## src/rtl/sfp_stream_framer.sv

```systemverilog
// sfp_stream_framer: bridges a wide frame word to/from an AXI-Stream SFP core.
// TX serialises a latched frame into N beats, MSB beat first. RX gathers N beats
// into a frame word and flags short, long and stalled frames as errors.
module sfp_stream_framer #(
  parameter int C_AXIS_TDATA_WIDTH = 32,
  parameter int C_DATA_STREAM_BIT  = 256,
  parameter int C_RX_TIMEOUT       = 64
) (
  input  logic                          i_clk,
  input  logic                          i_rst,
  input  logic [C_DATA_STREAM_BIT-1:0]  i_tx_stream_data,
  input  logic                          i_sfp_start_flag,
  output logic [C_DATA_STREAM_BIT-1:0]  o_rx_stream_data,
  output logic                          o_sfp_end_flag,
  input  logic                          i_channel_up,
  output logic [C_AXIS_TDATA_WIDTH-1:0] m_axis_tdata,
  output logic                          m_axis_tvalid,
  input  logic                          m_axis_tready,
  output logic                          m_axis_tlast,
  input  logic [C_AXIS_TDATA_WIDTH-1:0] s_axis_tdata,
  input  logic                          s_axis_tvalid,
  output logic                          s_axis_tready,
  input  logic                          s_axis_tlast,
  output logic                          o_tx_busy,
  output logic                          o_rx_err
);

  localparam int W  = C_AXIS_TDATA_WIDTH;
  localparam int D  = C_DATA_STREAM_BIT;
  localparam int N  = D / W;
  localparam int CW = $clog2(N);
  localparam int TW = $clog2(C_RX_TIMEOUT + 1);
  localparam logic [CW-1:0] CNT_LAST = CW'(N - 1);
  localparam logic [TW-1:0] TO_LAST  = TW'(C_RX_TIMEOUT - 1);

  typedef enum logic {TX_IDLE, TX_SEND} tx_state_t;
  typedef enum logic [1:0] {RX_IDLE, RX_COLLECT, RX_DISCARD} rx_state_t;

  // ---------------- TX path ----------------
  tx_state_t       r_tx_state, w_tx_next;
  logic [D-1:0]    r_tx_shift;
  logic [CW-1:0]   r_tx_cnt;
  logic            w_tx_load;
  logic            w_tx_hs;

  assign m_axis_tvalid = (r_tx_state == TX_SEND);
  assign m_axis_tdata  = r_tx_shift[D-1 -: W];
  assign m_axis_tlast  = m_axis_tvalid && (r_tx_cnt == CNT_LAST);
  assign o_tx_busy     = m_axis_tvalid;
  assign w_tx_hs       = m_axis_tvalid & m_axis_tready;

  // TX state register
  always_ff @(posedge i_clk or negedge i_rst) begin
    if (!i_rst) r_tx_state <= TX_IDLE;
    else        r_tx_state <= w_tx_next;
  end

  // TX next state: accept a start only when idle with the link up
  always_comb begin
    w_tx_next = r_tx_state;
    w_tx_load = 1'b0;
    if (!i_channel_up) begin
      w_tx_next = TX_IDLE;
    end else begin
      case (r_tx_state)
        TX_IDLE: if (i_sfp_start_flag) begin
          w_tx_load = 1'b1;
          w_tx_next = TX_SEND;
        end
        TX_SEND: if (w_tx_hs && m_axis_tlast) w_tx_next = TX_IDLE;
        default: w_tx_next = TX_IDLE;
      endcase
    end
  end

  // TX shift register and beat counter
  always_ff @(posedge i_clk or negedge i_rst) begin
    if (!i_rst) begin
      r_tx_shift <= '0;
      r_tx_cnt   <= '0;
    end else if (!i_channel_up) begin
      r_tx_cnt   <= '0;
    end else if (w_tx_load) begin
      r_tx_shift <= i_tx_stream_data;
      r_tx_cnt   <= '0;
    end else if (w_tx_hs) begin
      r_tx_shift <= r_tx_shift << W;
      r_tx_cnt   <= m_axis_tlast ? '0 : r_tx_cnt + CW'(1);
    end
  end

  // ---------------- RX path ----------------
  rx_state_t       r_rx_state, w_rx_next;
  logic [D-1:0]    r_rx_shift;
  logic [D-1:0]    r_rx_data;
  logic [CW-1:0]   r_rx_cnt;
  logic [TW-1:0]   r_idle_cnt;
  logic            r_end_flag;
  logic            r_rx_err;
  logic            w_rx_beat;
  logic            w_rx_shift_en;
  logic            w_rx_deliver;
  logic            w_rx_err;
  logic            w_rx_clr;

  assign s_axis_tready    = i_channel_up;
  assign w_rx_beat        = s_axis_tvalid & i_channel_up;
  assign o_rx_stream_data = r_rx_data;
  assign o_sfp_end_flag   = r_end_flag;
  assign o_rx_err         = r_rx_err;

  // RX state register
  always_ff @(posedge i_clk or negedge i_rst) begin
    if (!i_rst) r_rx_state <= RX_IDLE;
    else        r_rx_state <= w_rx_next;
  end

  // RX next state: classify each beat as good end, short, long, or continuation
  always_comb begin
    w_rx_next     = r_rx_state;
    w_rx_shift_en = 1'b0;
    w_rx_deliver  = 1'b0;
    w_rx_err      = 1'b0;
    w_rx_clr      = 1'b0;
    if (!i_channel_up) begin
      w_rx_next = RX_IDLE;
      w_rx_clr  = 1'b1;
      w_rx_err  = (r_rx_state == RX_COLLECT);
    end else begin
      case (r_rx_state)
        RX_IDLE, RX_COLLECT: begin
          if (w_rx_beat) begin
            if (s_axis_tlast) begin
              w_rx_next = RX_IDLE;
              w_rx_clr  = 1'b1;
              if (r_rx_cnt == CNT_LAST) w_rx_deliver = 1'b1;
              else                      w_rx_err     = 1'b1;
            end else if (r_rx_cnt == CNT_LAST) begin
              w_rx_next = RX_DISCARD;
              w_rx_clr  = 1'b1;
              w_rx_err  = 1'b1;
            end else begin
              w_rx_next     = RX_COLLECT;
              w_rx_shift_en = 1'b1;
            end
          end else if (r_rx_state == RX_COLLECT && r_idle_cnt == TO_LAST) begin
            w_rx_next = RX_IDLE;
            w_rx_clr  = 1'b1;
            w_rx_err  = 1'b1;
          end
        end
        RX_DISCARD: if (w_rx_beat && s_axis_tlast) w_rx_next = RX_IDLE;
        default:    w_rx_next = RX_IDLE;
      endcase
    end
  end

  // RX datapath: shift register, counters, delivered frame and pulses
  always_ff @(posedge i_clk or negedge i_rst) begin
    if (!i_rst) begin
      r_rx_shift <= '0;
      r_rx_data  <= '0;
      r_rx_cnt   <= '0;
      r_idle_cnt <= '0;
      r_end_flag <= 1'b0;
      r_rx_err   <= 1'b0;
    end else begin
      r_end_flag <= w_rx_deliver;
      r_rx_err   <= w_rx_err;
      if (w_rx_deliver) r_rx_data <= {r_rx_shift[D-W-1:0], s_axis_tdata};
      if (w_rx_shift_en) r_rx_shift <= {r_rx_shift[D-W-1:0], s_axis_tdata};
      if (w_rx_clr)           r_rx_cnt <= '0;
      else if (w_rx_shift_en) r_rx_cnt <= r_rx_cnt + CW'(1);
      if (w_rx_shift_en || w_rx_clr || r_rx_state != RX_COLLECT) r_idle_cnt <= '0;
      else                                                       r_idle_cnt <= r_idle_cnt + TW'(1);
    end
  end

endmodule

```

## config.mk

```make
export PLATFORM = sky130hd
export DESIGN_NAME = sfp_stream_framer
export DESIGN_NICKNAME = d
export VERILOG_FILES = /design/src/rtl/sfp_stream_framer.sv
export SDC_FILE = /design/constraint.sdc
export NUM_CORES = 1
export LEC_CHECK = 0
export CAP_MARGIN = 20
export CORE_MARGIN = 5
export CORE_UTILIZATION = 55
export CTS_BUF_LIST = sky130_fd_sc_hd__clkbuf_8
export DETAILED_ROUTE_END_ITERATION = 10
export PLACE_DENSITY = 0.84
export SLEW_MARGIN = 40
export SYNTH_ARGS = -nofsm -noshare
export SYNTH_HDL_FRONTEND = slang
export SYNTH_SLANG_ARGS = --single-unit
```

## constraint.sdc

```tcl
create_clock -name i_clk -period 3.2 [get_ports i_clk]
set_clock_uncertainty 0.15 [all_clocks]
set_input_delay 0.64 -clock i_clk [delete_from_list [all_inputs] [get_ports i_clk]]
set_output_delay 0.64 -clock i_clk [all_outputs]
set_load 0.01 [all_outputs]
```

==> results of run 1 <==
## cells in the mapped netlist (all sizes together) (2+ instances only)
master,n
clkbuf,2
a21boi,4
dfrtp,754
o21ai,5
nor2,4
inv,228
o22ai,224
mux2i,226
nand2,5
nand3b,3
nor3b,2
nand3,6
nand4b,2
xor2,4
mux2,480
and2,2
ha,8
a22o,32
nand2b,3
buf,171
nor2b,2
nor3,3
## kinds of logic after synthesis
family,share of synthesized area (%)
AOI/OAI and AO/OA,5.77
xor gates and xnor gates,0.114
adders and majority gates,0.325
buffers and inverters,6.96
DFF,61.2
muxes,24.9
and+or+nand+nor,0.783
## routing by layer
metal	vias to the layer above	GRT usage, %
met5	-	0
met3	179	9.63
met2	713	45.4
met1	10200	36.4
li1	8902	-
met4	6	11.6
## sequential cells by signal, summed over array words and instances (netlist names)
name and flops:
r_rx_state 2, o_rx_err 1, m_axis_tvalid 1, r_tx_shift 256
r_rx_shift 224, r_tx_cnt 3, o_rx_stream_data 256, o_sfp_end_flag 1
r_rx_cnt 3, r_idle_cnt 7
## metrics by stage
step,area [um2],setup slack (ps),std cells,hold slack [ps]
after detailed placement,37400,394,3416,316
after floorplan,30800,1170,2180,194
final,39900,169,3655,322
after CTS,39800,83.3,3634,312
after global placement,37400,423,3416,297
after global routing,39900,49.7,3653,332
## power breakdown
part	internal [mW]	leakage, nW	switching (mW)
sequential	12.0	9.66	1.79
combinational	2.67	9.06	2.22
clock	4.30	1.42	3.82
total	19.0	20.1	7.83
## layout make-up
class	instances	area (um2)	share of cell area [%]
Clock buffer	153	2110	5.28
Clock inverter	64	315	0.791
Sequential cell	754	18900	47.3
Tap cell	748	936	2.35
Timing Repair Buffer	662	6870	17.2
Inverter	228	856	2.15
Antenna cell	21	52.6	0.132
Multi-Input combinational cell	1025	9850	24.7
## how the worst min path moves through the flow
stage                              from             to  slack [ps]  cells after the start
floorplan                         i_rst  m_axis_tvalid         190                      0
global placement          r_idle_cnt[0]  r_idle_cnt[0]         300                      1
detailed placement        r_idle_cnt[0]  r_idle_cnt[0]         320                      1
CTS                 i_tx_stream_data[9]  r_tx_shift[9]         310                      2
global route        i_tx_stream_data[9]  r_tx_shift[9]         330                      2
finish                    r_idle_cnt[0]  r_idle_cnt[0]         320                      1
## critical path: cells and delay by family (launching register included)
family                   cells  cell delay, ps
adder cells (fa/ha/maj)      2             450
flip-flops                   1             410
buffers and inverters        1             490
AND/OR/NAND/NOR              1             180
==> metrics.csv, run 1 <==
metric;value;unit
run status;completed;
Synth Cell Area;30800;um2
# hold bufs at CTS;1;
Syn Inst Count;2180;
Row Count;86;
r2r startpoint;r_rx_cnt[0];
CP Launch Type;flip-flop;
initial antenna violation count;22;
Max stage delay on crit path;490;ps
CP endpoint;m_axis_tlast;
nets@finish;3091;
cts repair resizes;0;
GRT Total Usage;28.6;%
global-route wire length before repair;133000;um
worst-path maximum fanout;4;
Layout area overhead;29.3;%
postcts setup bufs;0;
initial drt markers;1171;
CTS tree;done;
Avg Vias per Cell;5.48;
clk_lat worst skew;740;ps
Area contributors post-synth;dfrtp_1 61%, mux2_1 9.9%, mux2_2 7.7%;
CTS Sinks;754;
Inserted Clock Buffers;117;
final slew viol count;0;
# port buffers;588;
met1 wire length;35300;um
critical path, cell by cell;ha_1 -> ha_1 -> and2_1 -> clkdlybuf4s50_1;
post-synthesis sequential area ratio;61.2;%
Post-synth ARST share;100;%
data arrival time of the critical path;2240;ps
top_reg_cell synth;dfrtp_1;
DR top layer;met5;
H-tree depth;3;
WL per Instance;24.0;um
core area;55300;um2
Final period util;94.7;%
total power;26.8;mW
Synth area leader;dfrtp_1;
commonest non-fill, non-tap cells in the layout;754 x dfrtp_1, 587 x clkdlybuf4s50_1, 272 x inv_1, 270 x mux2_1, 226 x mux2i_1;
DR pass1 iterations;5;
peak supply drop;0.511;mV
yosys warns;0;
root buf cell;clkbuf_8;
commonest non-fill, non-tap cell in the layout;dfrtp_1;
Max Cap Viol;0;
starting density of the core;55.8;%
Mean Syn Cell Area;14.1;um2
met3 routed WL;7340;um
Post-synth EDFFs;0;
GR Overflow Total;0;
antenna-violating nets left;0;
Ports;589;
worst hold path type;reg2reg;
Synth cell types;40;
#FFs+latches synth;754;
RSZ-0062 raised after global routing;false;
met2 WL post-DR;41800;um
Crit. Startpoint;r_tx_cnt[0];
CTS max path bufs;3;
Req. time, crit path;2410;ps
final setup fails;0;
RD Place Congestion;0.921;
Slew headroom;50.1;%
largest net degree at the start of global routing;91;
most frequent CP cell;ha_1;
setup_tns;0;ps
Achievable Freq;330;MHz
Pleak;20.1;nW
Die H;247;um
Mapped Nets;2483;
Clk pin slew, worst setup/hold paths;60;ps
fin util;72.1;%
Worst-Margin Slew;741;ps
via count;20000;
Final min period;3030;ps
FF-to-FF setup slack;780;ps
crit path kind;reg2out;
share of the synthesized area in the top cell type;61.2;%
slowest CP cell;clkdlybuf4s50_1;
layout cells sized above 1;16.1;%
worst reg2reg path endpoint;o_rx_stream_data[181];
WL final;87800;um
vias in the first global route;21600;
Final Hold Fails;0;
pwr/cell area;673;nW/um2
Die Wd;247;um
detailed placer's ending HPWL;63700;um
CP endpoint kind;primary output;
fillcell total;3569;
DRC viols;0;
worst reg2reg path depth;7;
die area;60900;um2
Power figures use the tool's default switching activity.
==> inputs of run 2 (changes only) <==
--- a/config.mk
+++ b/config.mk
@@ -7,10 +7,10 @@
 export LEC_CHECK = 0
 export CAP_MARGIN = 20
 export CORE_MARGIN = 5
-export CORE_UTILIZATION = 55
+export CORE_UTILIZATION = 30
 export CTS_BUF_LIST = sky130_fd_sc_hd__clkbuf_8
 export DETAILED_ROUTE_END_ITERATION = 10
-export PLACE_DENSITY = 0.84
+export MAX_ROUTING_LAYER = met4
 export SLEW_MARGIN = 40
 export SYNTH_ARGS = -nofsm -noshare
 export SYNTH_HDL_FRONTEND = slang
==> run 2 against run 1 <==
Against the previous run: via count shrank 3.0%; final area rose by 3.5%; non-clock buffer count increased by 31; combinational power decreased by 5.7%; clock power increased by 14%; final cell count increased by 19%; critical endpoint unchanged; largest cell class unchanged; largest power group unchanged; highest routed layer is now met4.
==> metrics.csv, run 2 (synthesized netlist as in run 1, its figures left out) <==
metric;value;unit;change
CP Launch Type;flip-flop;;
Pleak;20.5;nW;+1.8%
postcts setup bufs;0;;unchanged
worst hold path type;in2async;;
Die H;331;um;+34%
Achievable Freq;328;MHz;-0.45%
storage element area;18900;um2;unchanged
peak supply drop;0.388;mV;-24%
DRC viols;0;;unchanged
largest net degree at the start of global routing;107;;+18%
nets@finish;3141;;+1.6%
data arrival time of the critical path;2250;ps;about the same
Hold Slack;194;ps;-128 ps
cts repair resizes;0;;unchanged
core area;102000;um2;+84%
Ports;589;;unchanged
RSZ-0062 raised after global routing;false;;
# hold bufs at CTS;1;;unchanged
total power;27.6;mW;+2.9%
CTS Sinks;754;;unchanged
Final min period;3040;ps;+13.6 ps
via count;19400;;-3.0%
commonest non-fill, non-tap cells in the layout;754 x dfrtp_1, 587 x clkdlybuf4s50_1, 279 x inv_1, 270 x mux2_1, 226 x mux2i_1;;
commonest non-fill, non-tap cell in the layout;dfrtp_1;;
critical path, cell by cell;ha_1 -> ha_1 -> and2_1 -> clkdlybuf4s50_1;;
# port buffers;588;;unchanged
global-route wire length before repair;128000;um;-4.1%
run status;completed;;
crit-path leading delay family;buffers and inverters;;
fillcell total;9712;;+170%
pwr/cell area;669;nW/um2;-0.65%
clk_lat worst skew;790;ps;+50 ps
initial antenna violation count;21;;-4.5%
Final Hold Fails;0;;unchanged
Inserted Clock Buffers;136;;+16%
final setup fails;0;;unchanged
slowest CP cell;clkdlybuf4s50_1;;
GR Overflow Total;0;;unchanged
Max stage delay on crit path;480;ps;about the same
Avg Vias per Cell;4.49;;-18%
WL per Instance;19.5;um;-19%
Max Cap Viol;0;;unchanged
CP bufs+invs;1;;unchanged
Row Count;117;;+36%
Final period util;95.1;%;+0.43 points
RD Place Congestion;0.790;;-14%
Req. time, crit path;2410;ps;about the same
detailed placer's ending HPWL;60000;um;-5.8%
pre-CTS worst setup slack;201;ps;-194 ps
WL final;84600;um;-3.7%
layout cells sized above 1;17.5;%;+1.4 points
CP endpoint kind;primary output;;
crit path kind;reg2out;;
most frequent CP cell;ha_1;;
CTS tree;done;;
vias in the first global route;20800;;-3.6%
initial drt markers;816;;-30%
Layout area overhead;33.8;%;
Die Wd;331;um;+34%
root buf cell;clkbuf_8;;
antenna-violating nets left;0;;unchanged
CTS max path bufs;3;;unchanged
starting density of the core;30.3;%;-25 points
die area;109000;um2;+79%
final slew viol count;0;;unchanged
Slew headroom;51.4;%;+1.3 points
multi-input logic area;9850;um2;unchanged
H-tree depth;4;;+1
worst-path maximum fanout;4;;unchanged
fin worst setup slack;156;ps;-13.6 ps
setup_tns;0;ps;unchanged
GRT Total Usage;15.6;%;-13 points
Clk pin slew, worst setup/hold paths;60;ps;about the same
DR pass1 iterations;7;;+2
Worst-Margin Slew;722;ps;-18.4 ps
## run 2: final timing paths
kind,from,to,slack [ps],cells past startpoint
max in group asynchronous,i_rst,o_rx_stream_data[82],1620,4
min in group i_clk,r_idle_cnt[0],r_idle_cnt[0],310,1
worst max register to register,r_rx_cnt[0],r_rx_shift[182],640,7
worst min register to register,r_idle_cnt[0],r_idle_cnt[0],310,1
worst min-delay path,i_rst,r_tx_shift[225],190,2
worst max-delay path,r_tx_cnt[0],m_axis_tlast,160,4
## run 2: worst register-to-register path, stage by stage (launching register included)
cell and delay (ps):
dfrtp_1 390, ha_1 200, ha_1 210, inv_1 60
ha_1 190, nand4b_4 450, buf_4 450, mux2_1 320
## run 2: routing by layer
layer,vias up,wire length (um),global-route usage [%]
li1,9019,-,-
met1,9677,37400,19.6
met2,625,36300,22.3
met3,123,9420,7.74
met4,0,1460,4.27
met5,-,0,-
## run 2: stage by stage
step / cells / utilization, % / instance area (um2)
2_1_floorplan: 2180 / - / 30800
3_3_place_gp: 4066 / 37.6 / 38400
3_5_place_dp: 4066 / 37.6 / 38400
4_1_cts: 4309 / 40.4 / 41200
5_1_grt: 4330 / 40.5 / 41300
6_report: 4333 / 40.5 / 41300
## run 2: area by class of cell
class,count,area share (%)
inverters,228,2.07
clock inverters,75,1.24
flip-flops and latches,754,45.7
well taps,1368,4.15
diodes,23,0.139
multi-input cells,1025,23.9
clock buffers,167,5.57
repair buffers,693,17.2
## run 2: power by group
part | internal [mW] | switching (mW)
Clock | 5.04 | 4.25
Sequential | 12.0 | 1.66
Combinational | 2.68 | 1.94
